<file path="src/rtl/clk_div_gen_if.sv">
// Control and output bundle of the programmable clock-enable generator.
interface clk_div_gen_if #(
  parameter int unsigned DIV_W  = 8,
  parameter int unsigned PCNT_W = 2
);
  logic              start;
  logic              stop;
  logic [DIV_W-1:0]  div_val;
  logic              clk_div;
  logic              rise_stb;
  logic              fall_stb;
  logic              busy;
  logic [PCNT_W-1:0] period_cnt;

  // Controller side: drives start/stop/ratio, observes the generated waveform.
  modport master (
    output start, stop, div_val,
    input  clk_div, rise_stb, fall_stb, busy, period_cnt
  );

  // Generator side.
  modport slave (
    input  start, stop, div_val,
    output clk_div, rise_stb, fall_stb, busy, period_cnt
  );
endinterface

</file>
<file path="src/rtl/clk_div_gen.sv">
// Programmable clock-enable generator: divided square wave, edge strobes and a
// wrapping period count, all registered in the clk domain. Stops always finish
// the current period so no runt phase is produced.
module clk_div_gen #(
  parameter int unsigned DIV_W  = 8,
  parameter int unsigned PCNT_W = 2
) (
  input  logic          clk,
  input  logic          reset,
  clk_div_gen_if.slave  bus
);

  typedef enum logic [1:0] {StIdle, StRun, StDrain} state_e;

  localparam logic [DIV_W-1:0] NMin = DIV_W'(2);

  state_e             state_q, state_d;
  logic [DIV_W-1:0]   cnt_q, cnt_d;
  logic [DIV_W-1:0]   n_q, n_d;
  logic               clk_div_q, clk_div_d;
  logic               rise_q, rise_d;
  logic               fall_q, fall_d;
  logic               busy_q, busy_d;
  logic [PCNT_W-1:0]  pcnt_q, pcnt_d;

  logic [DIV_W-1:0]   n_eff;
  logic [DIV_W-1:0]   hi_len;
  logic [DIV_W-1:0]   cnt_inc;
  logic               at_wrap;

  // Ratio clamp, high-phase length (ceil(N/2)) and wrap detect.
  always_comb begin
    n_eff   = (bus.div_val < NMin) ? NMin : bus.div_val;
    hi_len  = n_q - (n_q >> 1);
    cnt_inc = cnt_q + 1'b1;
    at_wrap = (cnt_q == n_q - 1'b1);
  end

  // Next-state and registered-output logic.
  always_comb begin
    state_d   = state_q;
    cnt_d     = cnt_q;
    n_d       = n_q;
    clk_div_d = clk_div_q;
    rise_d    = 1'b0;
    fall_d    = 1'b0;
    pcnt_d    = pcnt_q;
    unique case (state_q)
      StIdle: begin
        clk_div_d = 1'b0;
        // Stop has priority over a simultaneous start.
        if (bus.start && !bus.stop) begin
          state_d   = StRun;
          n_d       = n_eff;
          cnt_d     = '0;
          clk_div_d = 1'b1;
          rise_d    = 1'b1;
          pcnt_d    = '0;
        end
      end
      StRun, StDrain: begin
        if (at_wrap) begin
          pcnt_d = pcnt_q + 1'b1;
          cnt_d  = '0;
          if (state_q == StRun && !bus.stop) begin
            n_d       = n_eff;
            clk_div_d = 1'b1;
            rise_d    = 1'b1;
          end else begin
            state_d   = StIdle;
            clk_div_d = 1'b0;
          end
        end else begin
          cnt_d     = cnt_inc;
          clk_div_d = (cnt_inc < hi_len);
          fall_d    = (cnt_q == hi_len - 1'b1);
          if (state_q == StRun && bus.stop) begin
            state_d = StDrain;
          end else if (state_q == StDrain && bus.start) begin
            // Restart cancels the pending stop without touching the waveform.
            state_d = StRun;
          end
        end
      end
      default: begin
        state_d   = StIdle;
        clk_div_d = 1'b0;
      end
    endcase
    busy_d = (state_d != StIdle);
  end

  // State and output registers; reset clears everything mid-period.
  always_ff @(posedge clk or negedge reset) begin
    if (!reset) begin
      state_q   <= StIdle;
      cnt_q     <= '0;
      n_q       <= NMin;
      clk_div_q <= 1'b0;
      rise_q    <= 1'b0;
      fall_q    <= 1'b0;
      busy_q    <= 1'b0;
      pcnt_q    <= '0;
    end else begin
      state_q   <= state_d;
      cnt_q     <= cnt_d;
      n_q       <= n_d;
      clk_div_q <= clk_div_d;
      rise_q    <= rise_d;
      fall_q    <= fall_d;
      busy_q    <= busy_d;
      pcnt_q    <= pcnt_d;
    end
  end

  assign bus.clk_div    = clk_div_q;
  assign bus.rise_stb   = rise_q;
  assign bus.fall_stb   = fall_q;
  assign bus.busy       = busy_q;
  assign bus.period_cnt = pcnt_q;

endmodule
</file>
<file path="src/flat_wrapper.sv">
// flat-port wrapper written by rule: the top's interface ports become plain ports
module clk_div_gen_flat 
#(
  parameter int unsigned DIV_W  = 8,
  parameter int unsigned PCNT_W = 2
)
  (clk, reset, bus_start, bus_stop, bus_div_val, bus_clk_div, bus_rise_stb, bus_fall_stb, bus_busy, bus_period_cnt);
  clk_div_gen_if #(.DIV_W(DIV_W), .PCNT_W(PCNT_W)) bus_i ();
  input  logic clk;
  input  logic reset;
  input wire logic [$bits(bus_i.start)-1:0] bus_start;
  input wire logic [$bits(bus_i.stop)-1:0] bus_stop;
  input wire logic [$bits(bus_i.div_val)-1:0] bus_div_val;
  output wire logic [$bits(bus_i.clk_div)-1:0] bus_clk_div;
  output wire logic [$bits(bus_i.rise_stb)-1:0] bus_rise_stb;
  output wire logic [$bits(bus_i.fall_stb)-1:0] bus_fall_stb;
  output wire logic [$bits(bus_i.busy)-1:0] bus_busy;
  output wire logic [$bits(bus_i.period_cnt)-1:0] bus_period_cnt;
  assign bus_i.start = bus_start;
  assign bus_i.stop = bus_stop;
  assign bus_i.div_val = bus_div_val;
  assign bus_clk_div = bus_i.clk_div;
  assign bus_rise_stb = bus_i.rise_stb;
  assign bus_fall_stb = bus_i.fall_stb;
  assign bus_busy = bus_i.busy;
  assign bus_period_cnt = bus_i.period_cnt;
  clk_div_gen #(.DIV_W(DIV_W), .PCNT_W(PCNT_W)) u_core (.clk(clk), .reset(reset), .bus(bus_i));
endmodule
</file>
<file path="config.mk">
export PLATFORM = sky130hd
export DESIGN_NAME = clk_div_gen_flat
export DESIGN_NICKNAME = d
export VERILOG_FILES = /design/src/rtl/clk_div_gen_if.sv /design/src/rtl/clk_div_gen.sv /design/src/flat_wrapper.sv
export SDC_FILE = /design/constraint.sdc
export NUM_CORES = 1
export LEC_CHECK = 0
export BUFFER_PORTS_ARGS = -buffer_cell sky130_fd_sc_hd__clkbuf_2
export CAP_MARGIN = 40
export CORE_UTILIZATION = 53
export DETAILED_ROUTE_END_ITERATION = 7
export PLACE_DENSITY = 0.72
export SLEW_MARGIN = 5
export SYNTH_ARGS = -nofsm -noshare
export SYNTH_HDL_FRONTEND = slang
export SYNTH_SLANG_ARGS = --single-unit
</file>
<file path="constraint.sdc">
create_clock -name clk -period 3.4 [get_ports clk]
set_input_delay 1.02 -clock clk [delete_from_list [all_inputs] [get_ports clk]]
set_output_delay 1.02 -clock clk [all_outputs]
set_load 0.03 [all_outputs]
</file>
==> metrics.txt, run 1 <==
worst reg2reg startpoint u_core.n_q[1]; arrival time at the worst endpoint 3.12 ns; CTS tree built; worst-margin pin slew 0.615 ns; worst setup path start u_core.n_q[1]; Buffers & Inverters on Critical Path 1; Antenna Cells 0; fin util 0.602; most common library cells after synthesis nand2_1 (33), ha_1 (27), dfrtp_1 (23), xnor2_1 (23), inv_1 (19); Remaining DRCs 0; CP Launch Type flip-flop; Slew HR 0.590; Die ar. 4500 um^2; # setup viols final 0; Required @ worst endpoint 3.59 ns; final cycle utilization of the critical path 0.862; Largest delay share family, worst path simple AND/OR/NAND/NOR gates; synth top area cells dfrtp_1 (26%), ha_1 (15%), xnor2_1 (9.0%), nand2_1 (5.5%), xor2_1 (4.7%); synthesized area 2250 um^2; top-count cell post-synth nand2_1; Layout Skew 0.00552 ns; Final Cell Area 2420 um^2; Vias 1,766; WL final 4770 um; Synth warnings 0; # hold bufs at CTS 0; WL/cell 15.0 um; sequential element share of the synthesized area 0.268; Total GRT Usage 0.236; biggest area consumer among synthesized cells dfrtp_1; Worst Hold Launch u_core.cnt_q[7]; Setup Buffers After CTS 0; Max H-tree Level 1; Die Width 67.1 um; GRT overflow 0; fin. max-slew vios 0; DR vias/cell 5.54; Area Growth Syn to Fin 7.85%; routability cong. 0.872; type of the worst min-delay path reg2reg; setup_tns 0 ns; layout cells sized above 1 0.104; clk sinks 24; crit path max fanout 4; Hold Violations, Final 0; Routed Antenna Nets 0; outcome completed; Netlist cell types 48; slowest stage delay, CP 0.57 ns; antenna violations before repair 0; buffer depth of the longest clock path 2; first-pass GRT wire length 7840 um; Die Height 67.1 um; Mapped Cells 256; FF+latch count, synth 24; max-capacitance violation count 0; Post-synth top flop dfrtp_1; crit path capture type flip-flop; syn_nets 296; Top cell by count, worst path xnor2_1; RSZ-0062 raised after global routing false; Starting Density 0.558; mean post-synth cell area 8.78 um^2; DR pass1 iterations 4; Clock Latency Late Sink 0.28 ns; Register Area 602 um^2; clock root cell clkbuf_8; Placed Instance Area 2350 um^2; CP max stage cell dfstp_2; Clock transition at path regs 0.09 ns; crit-path cells inv_1 > fa_1 > or2_1 > a211o_1 > a211oi_2 > nand4_1 > xnor2_1 > xnor2_1 > nor4_2; fillers 376; num rows 23; top-area cell type share of the netlist area 0.256; Core Box Area 4030 um^2; PortBufs 17; Crit Path Category reg2reg; Final Non-Filler Cells 319; DP Cell Count 315; largest net degree at the start of global routing 25; Detail Placement HPWL 3680 um; detailed router's first-iteration violation count 95; Max Fclk 341 MHz; Num CTS Buffers 3; Ports 18; number of enable flip-flop cells after synthesis 0; vias in the first global route 1,626; Post-synth ARST share 1.00; Multi-input gate area 1520 um^2; Tmin final 2.93 ns; NumNets Final 310; post-CTS resize count 0
[worst register-to-register path, cell delays in order (launching register included)]
cell      delay, ns
dfstp_2        0.57
inv_1          0.10
fa_1           0.50
or2_1          0.27
a211o_1        0.28
a211oi_2       0.36
nand4_1        0.17
xnor2_1        0.17
xnor2_1        0.15
nor4_2         0.27
[worst paths after layout]
check,endpoint,slack [ns],depth (start not counted)
worst min register to register,u_core.cnt_q[7],0.56,2
worst max-delay path,u_core.bus.fall_stb,0.47,9
worst min-delay path,u_core.cnt_q[7],0.56,2
min in group asynchronous,u_core.cnt_q[0],0.74,1
worst max register to register,u_core.bus.fall_stb,0.47,9
max in group asynchronous,u_core.bus.fall_stb,2.26,1
[state kept, by name, indices dropped and copies added (netlist names)]
name,cells
u_core.bus.fall_stb,1
u_core.cnt_q,8
u_core.n_q,8
u_core.bus.clk_div,1
u_core.bus.busy,1
u_core.state_q,2
u_core.bus.period_cnt,2
u_core.bus.rise_stb,1
[cell families (layout without fill, tap and decap cells)]
logic type                 count (synthesis)  count (layout)  synth area share
AOI/OAI and AO/OA                         45              45             0.135
buffers and inverters                     29              42            0.0573
adders and majority gates                 28              28             0.159
and+or+nand+nor                           86              86             0.200
muxes                                      9               9            0.0440
DFF                                       24              24             0.268
xor gates and xnor gates                  35              35             0.136
[cell type report]
type,instances,area share
multi-input cells,203,0.626
flip-flops and latches,24,0.248
repair buffers,19,0.0413
inverters,19,0.0294
well taps,50,0.0258
clock buffers,3,0.0170
clock inverters,1,0.0124
[metal layers]
metal	part of all wire	up-vias	track usage
met4	0.017	0	0.0718
met1	0.49	811	0.317
met2	0.47	38	0.390
met3	0.021	8	0.0291
met5	0	-	0
li1	-	909	-
[layout by cell type (no fill, tap or decap), types with 3 or more instances in the layout]
master    instances
xnor2_1          23
inv_1            19
nor2b_1           7
a21oi_1           8
o21ai_0           9
clkbuf_8          3
nor3_1            3
nor2_1            6
o21ai_1           5
and3_1            4
dfrtp_1          23
nor3b_1           4
xor2_1           12
nand2_1          33
nand3_1           8
nand4_1           3
nand2b_1          5
or2_1             3
ha_1             27
clkbuf_2         17
mux2_1            7
[metrics by stage]
stage                     hold WS, ns  setup slack [ns]
after floorplan                 0.507             0.751
after CTS                       0.558             0.487
after global placement          0.523             0.628
after global routing            0.570             0.205
after detailed placement        0.535             0.521
final                           0.555             0.469
Power of run 1 is not shown: default switching activity piles up to over one toggle a cycle in this logic, so the estimate is an artifact.
==> run 2, diff against run 1 <==
==> constraint.sdc (replaced) <==
create_clock -name clk -period 3.4 [get_ports clk]
set_input_delay 0 -clock clk [delete_from_list [all_inputs] [get_ports clk]]
set_output_delay 0 -clock clk [all_outputs]
set_load 0.03 [all_outputs]
==> run 2 against run 1 <==
Compared with the run above: setup slack improved by 0.035 ns; routed wire length decreased by 0.23%; cell area increased by 3.4%; die area unchanged; sequential share of layout area decreased by 0.82 points; critical path depth increased by 4; clock skew decreased by 0.0022 ns; cell count increased by 2.5%; first-iteration DRC count increased by 2.1%; critical endpoint is now u_core.bus.clk_div; largest cell class unchanged; highest routed layer unchanged.
==> metrics.txt, run 2 (synthesized netlist as in run 1, its figures left out) <==
outcome completed (unchanged); PortBufs 17 (unchanged); layout cells sized above 1 0.0975 (was 0.104); Routed Antenna Nets 0 (unchanged); slowest stage delay, CP 0.42 ns (was 0.57 ns); worst setup path start u_core.n_q[0] (was u_core.n_q[1]); routability cong. 0.870 (was 0.872); Die ar. 4500 um^2 (unchanged); RSZ-0062 raised after global routing false (unchanged); largest net degree at the start of global routing 25 (unchanged); Max H-tree Level 1 (unchanged); GRT overflow 0 (unchanged); Clock transition at path regs 0.09 ns (about the same); Area Growth Syn to Fin 11.5% (was 7.85%); Detail Placement HPWL 3630 um (was 3680 um); most frequent cells in the layout nand2_1 (33), ha_1 (27), xnor2_1 (23), dfrtp_1 (23), inv_1 (19) (unchanged); Antenna Cells 0 (unchanged); Register Area 602 um^2 (unchanged); arrival time at the worst endpoint 3.06 ns (was 3.12 ns); Slew HR 0.559 (was 0.590); CP max stage cell fa_1 (was dfstp_2); Setup Buffers After CTS 0 (unchanged); Hold Violations, Final 0 (unchanged); Buffers & Inverters on Critical Path 2 (was 1); first-pass GRT wire length 8410 um (was 7840 um); post-CTS resize count 0 (unchanged); crit path capture type flip-flop (unchanged); clk sinks 24 (unchanged); Max Fclk 345 MHz (was 341 MHz); crit path max fanout 4 (unchanged); WL/cell 14.6 um (was 15.0 um); Final Non-Filler Cells 327 (was 319); worst-margin pin slew 0.661 ns (was 0.615 ns); clock root cell clkbuf_8 (unchanged); CTS tree built (unchanged); Starting Density 0.558 (unchanged); detailed router's first-iteration violation count 97 (was 95); Num CTS Buffers 3 (unchanged); DR pass1 iterations 4 (unchanged); Die Width 67.1 um (unchanged); Layout Skew 0.00332 ns (was 0.00552 ns); Clock Latency Late Sink 0.27 ns (was 0.28 ns); crit-path cells inv_1 > ha_1 > fa_1 > or2_1 > a211oi_1 > or2_2 > inv_1 > ha_1 > nand2_1 > o21ai_0 > o21ai_0 > a21oi_1 > o21bai_1 (was inv_1 > fa_1 > or2_1 > a211o_1 > a211oi_2 > nand4_1 > xnor2_1 > xnor2_1 > nor4_2); commonest non-fill, non-tap cell in the layout nand2_1 (unchanged); Largest delay share family, worst path adder cells (was simple AND/OR/NAND/NOR gates); Crit Path Category reg2reg (unchanged); Core Box Area 4030 um^2 (unchanged); Ports 18 (unchanged); DR vias/cell 5.61 (was 5.54); vias in the first global route 1,789 (was 1,626); final cycle utilization of the critical path 0.852 (was 0.862); setup_tns 0 ns (unchanged); Tmin final 2.90 ns (was 2.93 ns); type of the worst min-delay path in2reg (was reg2reg); top flop regs u_core.cnt_q x8, u_core.n_q x8 (unchanged); Total GRT Usage 0.253 (was 0.236); fillers 351 (was 376); max-capacitance violation count 0 (unchanged); WL final 4760 um (was 4770 um); antenna violations before repair 0 (unchanged); Remaining DRCs 0 (unchanged); # setup viols final 0 (unchanged); Multi-input gate area 1520 um^2 (unchanged); # hold bufs at CTS 9 (was 0); buffer depth of the longest clock path 2 (unchanged); DP Cell Count 314 (was 315); Die Height 67.1 um (unchanged); worst reg2reg startpoint u_core.n_q[0] (was u_core.n_q[1]); Worst Hold Launch bus_stop (was u_core.cnt_q[7]); NumNets Final 318 (was 310); CP Launch Type flip-flop (unchanged); num rows 23 (unchanged); Required @ worst endpoint 3.56 ns (was 3.59 ns); Vias 1,833 (was 1,766); fin. max-slew vios 0 (unchanged)
==> run 2: cell types whose count changed in the layout (fill, tap and decap cells not counted), sizes merged <==
| cell | previous run | this run |
|---|---|---|
| buf | 2 | 1 |
| dlygate4sd3 | 0 | 9 |
==> run 2: metrics by stage <==
step	utilization	setup slack, ns	hold WS [ns]	instance area, um^2
3_5_place_dp	0.582	0.530	0.0416	2340
6_report	0.622	0.504	0.124	2510
3_3_place_gp	0.582	0.626	0.0387	2340
2_1_floorplan	-	0.751	-0.296	2250
5_1_grt	0.622	0.255	0.128	2510
4_1_cts	0.622	0.513	0.108	2510
==> run 2: layer usage <==
metal,vias to the layer above,GRT usage,share of wire
met5,-,0,0
met1,862,0.328,0.46
met4,0,0.0957,0.015
met3,6,0.0377,0.034
met2,37,0.419,0.50
li1,928,-,-
==> run 2: path summary, 6_finish.rpt <==
check / to / slack [ns] / cells after the start
min in group asynchronous: u_core.bus.fall_stb / 0.25 / 2
max in group asynchronous: u_core.cnt_q[6] / 2.75 / 2
worst min register to register: u_core.bus.period_cnt[0] / 0.55 / 1
worst min-delay path: u_core.state_q[0] / 0.12 / 4
worst max-delay path: u_core.bus.clk_div / 0.50 / 13
worst max register to register: u_core.bus.clk_div / 0.50 / 13
==> run 2: final cells by class <==
type | instances | area share
clock buffer | 3 | 0.0165
clock inverter | 1 | 0.0120
multi-input combinational | 203 | 0.605
inverter | 19 | 0.0285
tap | 50 | 0.0250
timing repair buffer | 27 | 0.0729
sequential | 24 | 0.240
==> run 2: worst reg2reg max path: stages, from the launching register on <==
cell and delay, ns:
dfrtp_1 0.40, inv_1 0.10, ha_1 0.23, fa_1 0.42, or2_1 0.26, a211oi_1 0.28, or2_2 0.20, inv_1 0.04
ha_1 0.29, nand2_1 0.05, o21ai_0 0.20, o21ai_0 0.12, a21oi_1 0.13, o21bai_1 0.08
Power of run 2 is left out for the same reason.
